$ cat src/rtl/fb_scanout.sv
// Frame-buffer read side: raster-order reads locked to DrawX/DrawY, sync/blank realignment
// with the returned pixel data, and the vsync-committed double-buffer page flip.
module fb_scanout #(
  parameter int            FB_W     = 640,
  parameter int            FB_H     = 480,
  parameter int            DW       = 8,
  parameter int            AW       = 19,
  parameter int            SCALE_SH = 0,
  parameter int            DBL_BUF  = 0,
  parameter logic [DW-1:0] BG_COLOR = '0
) (
  input  logic          Clk,
  input  logic          Reset,
  input  logic          pix_en,
  input  logic [9:0]    DrawX,
  input  logic [9:0]    DrawY,
  input  logic          hs_in,
  input  logic          vs_in,
  input  logic          blank_in,
  input  logic          swap_req,
  output logic          rd_en,
  output logic [AW-1:0] rd_addr,
  input  logic [DW-1:0] rd_data,
  output logic [DW-1:0] rgb_out,
  output logic          hs_out,
  output logic          vs_out,
  output logic          blank_out,
  output logic          buffer_using,
  output logic          swap_ack,
  output logic          frame_start
);

  localparam int            LW        = FB_W >> SCALE_SH;
  localparam int            LH        = FB_H >> SCALE_SH;
  localparam int            PAGE      = LW * LH;
  localparam logic [AW-1:0] LINE_STEP = AW'(LW);
  localparam logic [AW-1:0] PAGE_BASE = AW'(PAGE);
  localparam logic [AW-1:0] LB_LIMIT  = AW'(PAGE - 2 * LW);
  localparam logic [9:0]    X_LIM     = 10'(FB_W);
  localparam logic [9:0]    Y_LIM     = 10'(FB_H);
  localparam logic [9:0]    Y_MASK    = 10'((1 << SCALE_SH) - 1);

  typedef enum logic {IDLE, PENDING} flip_state_t;

  logic [1:0]    rst_q;
  logic          rst_int_n;
  logic          sync_ok;
  logic [AW-1:0] line_base;
  logic [9:0]    last_y;
  logic          bg_s0, hs_s0, vs_s0, blank_s0;
  logic [DW-1:0] data_s1;
  logic          hs_s1, vs_s1, blank_s1;
  flip_state_t   flip_state;
  logic          vs_prev;

  logic          start, ok_now, in_frame, y_step, vs_fall, flip_now;
  logic [9:0]    xs_c;
  logic [AW-1:0] lb_next, lb_cur, page_off, addr_next;

  // Reset asserts immediately but is released on a clock edge.
  always_ff @(posedge Clk or negedge Reset) begin
    if (!Reset) rst_q <= 2'b00;
    else        rst_q <= {rst_q[0], 1'b1};
  end
  assign rst_int_n = rst_q[1];

  assign start    = (DrawX == 10'd0) && (DrawY == 10'd0);
  assign ok_now   = sync_ok | start;
  assign in_frame = (DrawX < X_LIM) && (DrawY < Y_LIM);
  assign xs_c     = (DrawX < X_LIM) ? (DrawX >> SCALE_SH) : 10'd0;
  // Line base advances by one stored line per new source line; clamped at the last line.
  assign y_step   = (DrawY != last_y) && ((DrawY & Y_MASK) == 10'd0) && (line_base <= LB_LIMIT);
  assign lb_next  = (DrawY == 10'd0) ? '0 : (y_step ? line_base + LINE_STEP : line_base);
  assign lb_cur   = (DrawX == 10'd0) ? lb_next : line_base;
  assign page_off = buffer_using ? PAGE_BASE : '0;
  assign addr_next = page_off + lb_cur + AW'(xs_c);

  assign vs_fall  = vs_prev & ~vs_in;
  assign flip_now = vs_fall && ((flip_state == PENDING) || swap_req);

  always_ff @(posedge Clk or negedge rst_int_n) begin
    if (!rst_int_n) begin
      sync_ok     <= 1'b0;
      line_base   <= '0;
      last_y      <= '0;
      rd_en       <= 1'b0;
      rd_addr     <= '0;
      bg_s0       <= 1'b0;
      hs_s0       <= 1'b1;
      vs_s0       <= 1'b1;
      blank_s0    <= 1'b0;
      data_s1     <= '0;
      hs_s1       <= 1'b1;
      vs_s1       <= 1'b1;
      blank_s1    <= 1'b0;
      rgb_out     <= '0;
      hs_out      <= 1'b1;
      vs_out      <= 1'b1;
      blank_out   <= 1'b0;
      frame_start <= 1'b0;
    end else begin
      frame_start <= pix_en && start;
      if (pix_en) begin
        sync_ok <= ok_now;
        if (DrawX == 10'd0) begin
          line_base <= lb_next;
          last_y    <= DrawY;
        end
        rd_addr   <= addr_next;
        rd_en     <= ok_now && blank_in && in_frame;
        bg_s0     <= ok_now && blank_in;
        hs_s0     <= hs_in;
        vs_s0     <= vs_in;
        blank_s0  <= blank_in;
        // rd_en here still belongs to the previous pixel, whose data has now landed.
        data_s1   <= rd_en ? rd_data : (bg_s0 ? BG_COLOR : '0);
        hs_s1     <= hs_s0;
        vs_s1     <= vs_s0;
        blank_s1  <= blank_s0;
        rgb_out   <= data_s1;
        hs_out    <= hs_s1;
        vs_out    <= vs_s1;
        blank_out <= blank_s1;
      end
    end
  end

  // A flip request waits for the next falling vsync; a request arriving on that very edge counts.
  always_ff @(posedge Clk or negedge rst_int_n) begin
    if (!rst_int_n) begin
      flip_state   <= IDLE;
      buffer_using <= 1'b0;
      swap_ack     <= 1'b0;
      vs_prev      <= 1'b1;
    end else begin
      swap_ack <= 1'b0;
      if (pix_en) begin
        vs_prev <= vs_in;
        if (flip_now) begin
          swap_ack   <= 1'b1;
          flip_state <= IDLE;
          if (DBL_BUF != 0) buffer_using <= ~buffer_using;
        end else if (swap_req) begin
          flip_state <= PENDING;
        end
      end
    end
  end

endmodule

$ cat config.mk
export PLATFORM = sky130hd
export DESIGN_NAME = fb_scanout
export DESIGN_NICKNAME = d
export VERILOG_FILES = /design/src/rtl/fb_scanout.sv
export SDC_FILE = /design/constraint.sdc
export NUM_CORES = 1
export LEC_CHECK = 0
export ABC_AREA = 1
export CAP_MARGIN = 20
export CORE_MARGIN = 2
export CORE_UTILIZATION = 45
export DETAILED_ROUTE_END_ITERATION = 16
export DONT_BUFFER_PORTS = 1
export PLACE_DENSITY = 0.71
export SKIP_CTS_REPAIR_TIMING = 1
export SLEW_MARGIN = 10
export SYNTH_ARGS = -nofsm -noshare
export SYNTH_HDL_FRONTEND = slang
export SYNTH_SLANG_ARGS = --single-unit
$ cat constraint.sdc
create_clock -name Clk -period 2.3 [get_ports Clk]
set_input_delay 0.345 -clock Clk [delete_from_list [all_inputs] [get_ports Clk]]
set_output_delay 0.345 -clock Clk [all_outputs]
set_load 0.01 [all_outputs]
-- Word-level counts from Yosys, hierarchy flattened
Cells that the tools add are included.
- register bits: 80
- input bits: 35
- word-level logic and storage cells: 53
- add/subtract/negate cells: 3
- magnitude comparators: 3
- eq/ne operators: 1
- muxes and demuxes: 10
- bitwise logic cells: 3
- reduce and logical (&&, ||, !) cells: 13
- operators by type and width (cell ; number):
    19-bit 2-to-1 mux ; 4
    10-bit logical NOT ; 2
    19-bit by 10-bit adder with 19-bit output ; 1
    19-bit by 10-bit adder with 19-bit output (second input constant) ; 1
    19-bit adder ; 1
    19-bit <= comparator (second input constant) ; 1
    10-bit less-than comparator (second input constant) ; 1
    10-bit by 9-bit less-than comparator with 1-bit output (second input constant) ; 1
    10-bit 2-to-1 mux ; 1
    10-bit inequality test ; 1
    8-bit 2-to-1 mux ; 1
    1-bit logical AND ; 7
    1-bit 2-to-1 mux ; 4
    2-bit AND reduction ; 2
    2-bit nonzero test ; 1
    1-bit AND ; 1
    1-bit logical OR ; 1
    1-bit NOT ; 1
    1-bit OR ; 1

-- Logic depth before layout (Yosys ltp)
Gate-level depths: netlist of run 1.
- word-level depth: 7
- gate-level depth with buffers: 23
- gate-level depth less buffers: 23

-- Least setup slack after synthesis of run 1
Ideal clock, no wire load.
- path kind: input to register
- start point: input DrawY[6]
- end point: register rd_addr[11]
- setup time: 0.066 ns
- arrival time: 2.402 ns
- path slack: -0.167 ns
- stages on the path: 19
- path buffers: 0
- path through: inv_1 > nand4_1 > nor3_1 > inv_2 > nor2_4 > inv_2 > o21ai_0 > a21oi_1 > ha_1 > nand2_1 > nor2_1 > nand3_1 > o2111ai_1 > nand2_1 > nand2_1 > nand3_1 > nand2_1 > nand3_1 > nand2_1
- longest elaborated chain between the ends: 7
- RTL lines (what ; line ; source):
    from (decl) ; 16 ; input logic [9:0] DrawY,
    10-bit inequality test ; 72 ; assign y_step = (DrawY != last_y) && ((DrawY & Y_MASK) == 10'd0) && (line_base <= LB_LIMIT);
    1-bit logical AND ; 72 ;
    19-bit 2-to-1 mux ; 73 ; assign lb_next = (DrawY == 10'd0) ? '0 : (y_step ? line_base + LINE_STEP : line_base);
    19-bit 2-to-1 mux * ; 73 ;
    19-bit 2-to-1 mux * ; - ;
    net lb_cur[7] ; 58 ; logic [AW-1:0] lb_next, lb_cur, page_off, addr_next;
    19-bit adder * ; 76 ; assign addr_next = page_off + lb_cur + AW'(xs_c);
    19-bit by 10-bit adder with 19-bit output * ; 76 ;
    to (signal assigned) ; 109 ; rd_addr <= addr_next;
    to (decl) ; 22 ; output logic [AW-1:0] rd_addr,
Mark *: on every way through the listed nets, which the timed path passes. The rest lies on a longest branch.
A chain may end at the register's enable or synchronous reset.

==> flow_metrics.py, run 1 <==
metrics = {
    "global_routing": {
        "gr-usage-met2_pct": 32.39,
        "grtUsageTotal_pct": 19.55,
        "grt_busiest_layer": "met2",
        "grt_max_degree": 54,
        "global_route.usage.met3_pct": 5.887,
        "grt_use_met1_pct": 24.52,
        "grt_first_pass_wirelength_um": 15530,
        "overflow": 0,
        "antenna_found_initial": 0,
        "grt_pass1_vias": 3433,
    },
    "power_and_ir_drop": {
        "p_leak_nw": 2.454,
        "p_per_area_nw_per_um2": 632.0,
        "peakVddDrop_mv": 0.2800,
    },
    "die": {
        "dieArea_um2": 9738,
        "die_width_um": 98.68,
        "ios": 69,
        "core-area_um2": 8721,
        "initial_core_util_pct": 46.26,
        "die_y_um": 98.68,
        "core.rowCount": 34,
    },
    "layout": {
        "drive_gt1_share_pct": 23.59,
        "final_cell_area_um2": 4928,
        "area_growth_pct": 22.18,
        "antennaDiodeCount": 0,
        "fin_nets": 627,
    },
    "clock_tree": {
        "cts_root_buf": "clkbuf_8",
        "cts.sinks": 74,
        "htree_num_levels": 3,
        "path_clk_slew_ns": 0.08,
        "cts_buffer_depth": 2,
        "cts_tree": "done",
        "cts_made_buffers": 9,
        "insertion_delay_ns": 0.34,
    },
    "logic_synthesis": {
        "synth.area.top_cells": "dfrtp_1, nand2_1, inv_1",
        "netlist_area_um2": 4034,
        "synth_fa_ha_area_share_pct": 3.908,
        "yosys.area_share.simple_pct": 29.31,
        "synthXorXnorAreaFrac_pct": 2.171,
        "synthTopCellsByCount": "nand2_1, dfrtp_1, inv_1, nor2_1, o21ai_0",
        "synth_cell_types": 36,
        "synthArstFlopShare_pct": 100.0,
        "synth_area_leader_cell": "dfrtp_1",
        "post-synth-top-area-fraction_pct": 42.18,
        "ys_seq_area_share_pct": 46.09,
        "yosys_warnings": 1,
        "avgSynthCellArea_um2": 7.597,
        "synth_top_family_by_area": "simple AND/OR/NAND/NOR gates",
        "synth_compound_area_share_pct": 9.150,
        "ys.flop_type": "dfrtp_1",
        "synth-seq-cells": 74,
        "synth.area.mux_share_pct": 0,
        "synth-edff-count": 0,
        "yosys.cell_count.top_type": "nand2_1",
        "syn_inst": 531,
    },
    "setup_path": {
        "rr_worst_depth": 22,
        "r2r_start": "rd_addr[16]$_DFFE_PN0P_",
        "r2r-end": "rd_addr[11]$_DFFE_PN0P_",
        "crit_buf_inv": 1,
        "crit_chain": "nor2_2, nand2_1, nor2_2, nand2_1, nand2_1, nand2_2, nand2_4, nor2_4, buf_4, o21ai_2, a21oi_2, ha_4, nand2_4, nor2_4, nand3_2, o2111ai_2, nand2_1, nand2_1, nand3_1, nand2_1, nand3_1, nand2_1",
        "max_stage_delay_ns": 0.40,
        "reg2reg_slack_ns": -0.27,
        "cp_top_family": "simple AND/OR/NAND/NOR gates",
        "cp-end-kind": "register",
        "worst_path_max_delay_cell": "dfrtp_1",
        "cp_max_fo": 3,
        "critPathKind": "reg2reg",
        "cp.required_ns": 2.58,
        "startpoint": "rd_addr[16]$_DFFE_PN0P_",
        "cpMostUsedCell": "nand2_1",
        "crit_arrival_ns": 2.85,
        "start_kind": "register",
    },
    "routing": {
        "route.detailed.wl_per_inst_um": 13.41,
        "vias": 3443,
        "drtIter0Drc": 172,
        "drcViolationCount": 0,
        "viasPerCell": 4.968,
        "antenna_left": 0,
        "wl_um": 9290,
        "drt_pass1_iterations": 5,
    },
    "worst_hold_path": {
        "min_from": "hs_in",
        "hold_class": "in2reg",
        "hold_depth": 2,
        "hold_end": "hs_s0$_DFFE_PN1P_",
    },
    "sta": {
        "hold_viol": 0,
        "post-route-min-period_ns": 2.569,
        "report.final.slew_viol_count": 0,
        "setup_viol": 5,
        "period_share_pct": 111.7,
        "fmax_mhz": 389.3,
        "fin_ws_ns": -0.2690,
        "clock_skew_ns": 0.007955,
        "rsz0062_at_grt": "true",
        "whs_ns": 0.08061,
    },
    "placement": {
        "place.gp.congestion": 0.9393,
        "placed_cell_area_um2": 4528,
        "hpwl_um": 6589,
        "portBuffers": 0,
    },
    "status": {
        "violations": "negative setup slack",
        "outcome": "finished with violations",
    },
    "flow_run": {
        "drv_cap": 0,
    },
}
power breakdown:
part	internal, mW	switching [mW]
logic	0.257	0.319
registers	1.41	0.105
clock network	0.532	0.496
total	2.20	0.919
placed cells by master (no fill, tap or decap), types with 5 or more instances in the layout:
cell type	instances
nand2_1	152
dfrtp_1	67
inv_1	59
nor2_1	52
buf_4	52
o21ai_0	33
nand3_1	25
a21oi_1	13
inv_2	11
nand4_1	10
clkbuf_8	10
nor2_4	7
nor2_2	7
xor2_1	7
o21ai_2	6
ha_1	6
dfstp_2	6
nand2_2	5
conb_1	5
through the flow:
| stage | total power [mW] | worst slack [ns] | cells | TNS, ns | util [%] |
|---|---|---|---|---|---|
| after global placement | 2.022 | -0.2325 | 671 | -1.315 | 51.92 |
| after global routing | 3.292 | -0.4642 | 693 | -2.145 | 56.51 |
| after CTS | 3.076 | -0.3804 | 687 | -1.228 | 54.25 |
| after detailed placement | 2.038 | -0.3371 | 671 | -1.792 | 51.92 |
| after floorplan | 1.864 | -0.1066 | 534 | -0.2549 | - |
| final | 3.115 | -0.2690 | 693 | -1.133 | 56.51 |
cell families after synthesis:
| kind of cell | after synthesis |
|---|---|
| and+or+nand+nor | 275 |
| adders and majority gates | 12 |
| AOI/OAI and AO/OA | 67 |
| other | 2 |
| xor gates and xnor gates | 10 |
| DFF | 74 |
| buffers and inverters | 91 |
registers in the layout, indices dropped and copies added (netlist names), 2 cells and up:
register	count
data_s1	8
last_y	10
rd_addr	16
rgb_out	8
line_base	16
rst_q	2
cell type report:
| class | instances | area [µm²] |
|---|---|---|
| clock buffers | 10 | 137.6 |
| flip-flops and latches | 74 | 1861 |
| multi-input cells | 369 | 2016 |
| repair buffers | 56 | 451.7 |
| clock inverters | 6 | 65.06 |
| fillers | 795 | 3792 |
| inverters | 70 | 262.8 |
| well taps | 108 | 135.1 |
metal layers:
metal / routed length, µm / part of all wire (%)
met3: 616 / 6.6
met4: 138 / 1.5
met1: 4143 / 45
met2: 4391 / 47
met5: 0 / 0
worst max-delay path by stage:
stage                                         end  slack, ns  depth (start not counted)
after floorplan           rd_addr[11]$_DFFE_PN0P_      -0.11                         21
after global placement    rd_addr[11]$_DFFE_PN0P_      -0.23                         17
after detailed placement  rd_addr[11]$_DFFE_PN0P_      -0.34                         21
after CTS                 rd_addr[11]$_DFFE_PN0P_      -0.38                         21
after global routing      rd_addr[11]$_DFFE_PN0P_      -0.46                         22
final                     rd_addr[11]$_DFFE_PN0P_      -0.27                         22
(Power assumes the default switching activity.)
==> run 2, diff against run 1 <==
--- a/config.mk
+++ b/config.mk
@@ -6,11 +6,13 @@
 export NUM_CORES = 1
 export LEC_CHECK = 0
 export ABC_AREA = 1
+export ABC_CLOCK_PERIOD_IN_PS = 2300
 export CAP_MARGIN = 20
 export CORE_MARGIN = 2
 export CORE_UTILIZATION = 45
 export DETAILED_ROUTE_END_ITERATION = 16
 export DONT_BUFFER_PORTS = 1
+export MAX_ROUTING_LAYER = met4
 export PLACE_DENSITY = 0.71
 export SKIP_CTS_REPAIR_TIMING = 1
 export SLEW_MARGIN = 10
==> run 2 against run 1 <==
Net effect: largest power group unchanged; clock skew increased by 0.0065 ns; routed wire length is 2.3% lower; critical path type unchanged; the run still ends with negative setup slack left; cell count shrank 0.14%; cell area down 2.4%; critical endpoint is now rd_addr[10]$_DFFE_PN0P_.
==> flow_metrics.py, run 2 (synthesized netlist as in run 1, its figures left out) <==
metrics = {
    "status": {
        "outcome": "finished with violations",
        "violations": "negative setup slack",
    },
    "setup_path": {
        "cpMostUsedCell": "nand2_1",
        "cp.required_ns": 2.59,
        "start_kind": "register",
        "crit_buf_inv": 1,
        "rr_worst_depth": 17,
        "cp.depth": 17,
        "cp_max_fo": 4,
        "crit_arrival_ns": 2.84,
        "max_stage_delay_ns": 0.44,
        "worst_path_max_delay_cell": "dfrtp_2",
        "cp-end-kind": "register",
        "cp_top_family": "simple AND/OR/NAND/NOR gates",
        "reg2reg_slack_ns": -0.26,
        "critPathKind": "reg2reg",
        "crit_chain": "nor2_1, nand2_1, nor2_2, nand3_1, nand2_2, nand2_4, nor2_4, o21ai_1, a21oi_1, ha_1, buf_4, nand2_1, nor2_2, nand2_1, o2111ai_2, nand3b_1, nand3_1",
    },
    "routing": {
        "route.detailed.wl_per_inst_um": 13.12,
        "antenna_left": 0,
        "wl_um": 9077,
        "viasPerCell": 5.048,
        "vias": 3493,
        "drtIter0Drc": 225,
        "drt_pass1_iterations": 5,
        "drcViolationCount": 0,
    },
    "flow_run": {
        "drv_cap": 0,
    },
    "clock_tree": {
        "cts_buffer_depth": 2,
        "cts_tree": "done",
        "htree_num_levels": 3,
        "cts.sinks": 74,
        "insertion_delay_ns": 0.35,
        "cts_made_buffers": 9,
        "path_clk_slew_ns": 0.08,
        "cts_root_buf": "clkbuf_8",
    },
    "global_routing": {
        "overflow": 0,
        "grt_first_pass_wirelength_um": 15350,
        "antenna_found_initial": 0,
        "grt_max_degree": 54,
        "grt_pass1_vias": 3441,
        "grtUsageTotal_pct": 20.02,
    },
    "layout": {
        "fillers": 811,
        "regArea_um2": 1862,
        "area_growth_pct": 19.26,
        "fin_cells": 692,
        "drive_gt1_share_pct": 21.92,
        "antennaDiodeCount": 0,
        "multiInputGateArea_um2": 1934,
        "final_common_cell": "nand2_1",
        "layout_common_cells": "nand2_1, dfrtp_1, inv_1",
        "reg.largest.list": "line_base x16, rd_addr x16, last_y x10",
        "fin_nets": 626,
    },
    "placement": {
        "dp_slack_ns": -0.2987,
        "hpwl_um": 6616,
        "portBuffers": 0,
        "dp_cells": 671,
        "place.gp.congestion": 0.9457,
    },
    "sta": {
        "setup_viol": 5,
        "period_share_pct": 111.2,
        "rsz0062_at_grt": "true",
        "report.final.slew_viol_count": 0,
        "whs_ns": 0.07618,
        "clock_skew_ns": 0.01448,
        "hold_viol": 0,
        "fmax_mhz": 390.9,
        "fin_ws_ns": -0.2584,
        "post-route-min-period_ns": 2.558,
    },
    "worst_hold_path": {
        "hold_depth": 1,
        "hold_class": "in2reg",
    },
    "power_and_ir_drop": {
        "p_leak_nw": 2.423,
        "p_per_area_nw_per_um2": 624.7,
        "peakVddDrop_mv": 0.3621,
    },
    "die": {
        "core-area_um2": 8721,
        "die_y_um": 98.68,
        "die_width_um": 98.68,
        "ios": 69,
        "dieArea_um2": 9738,
        "initial_core_util_pct": 46.26,
        "core.rowCount": 34,
    },
}
run 2: through the flow:
| step | util, % | total power, mW | instance area (µm²) | TNS (ns) |
|---|---|---|---|---|
| CTS | 53.95 | 3.011 | 4705 | -1.140 |
| global placement | 51.78 | 2.019 | 4516 | -1.396 |
| floorplan | - | 1.864 | 4099 | -0.2549 |
| global route | 55.17 | 3.175 | 4811 | -2.102 |
| detailed placement | 51.78 | 2.035 | 4516 | -1.766 |
| finish | 55.17 | 3.005 | 4811 | -1.100 |
run 2: final cells by class:
| cell class | count | share of cell area (%) |
|---|---|---|
| clock buffer | 11 | 3.147 |
| inverter | 70 | 5.462 |
| sequential | 74 | 38.70 |
| clock inverter | 5 | 0.7802 |
| tap | 108 | 2.809 |
| multi-input combinational | 369 | 40.21 |
| timing repair buffer | 55 | 8.895 |
run 2: routing by layer:
layer / part of all wire, % / GRT usage, %
met1: 47 / 24.99
met3: 5.5 / 5.248
met4: 1.3 / 5.374
met2: 47 / 32.50
met5: 0 / -
run 2: path summary, 6_finish.rpt:
| path | startpoint | to |
|---|---|---|
| worst max-delay path | rd_addr[14]$_DFFE_PN0P_ | rd_addr[10]$_DFFE_PN0P_ |
| worst min-delay path | pix_en | hs_s1$_DFFE_PN1P_ |
| worst max register to register | rd_addr[14]$_DFFE_PN0P_ | rd_addr[10]$_DFFE_PN0P_ |
| worst min register to register | rst_q[1]$_DFF_PN0_ | data_s1[2]$_DFFE_PN0P_ |
| max in group asynchronous | rst_q[1]$_DFF_PN0_ | vs_prev$_DFFE_PN1P_ |
| min in group asynchronous | rst_q[1]$_DFF_PN0_ | data_s1[2]$_DFFE_PN0P_ |
run 2: power by group:
| part | total [mW] | switching [mW] | internal, mW |
|---|---|---|---|
| Sequential | 1.51 | 0.103 | 1.41 |
| Combinational | 0.530 | 0.293 | 0.237 |
| Clock | 0.965 | 0.511 | 0.455 |
| Total | 3.01 | 0.907 | 2.10 |
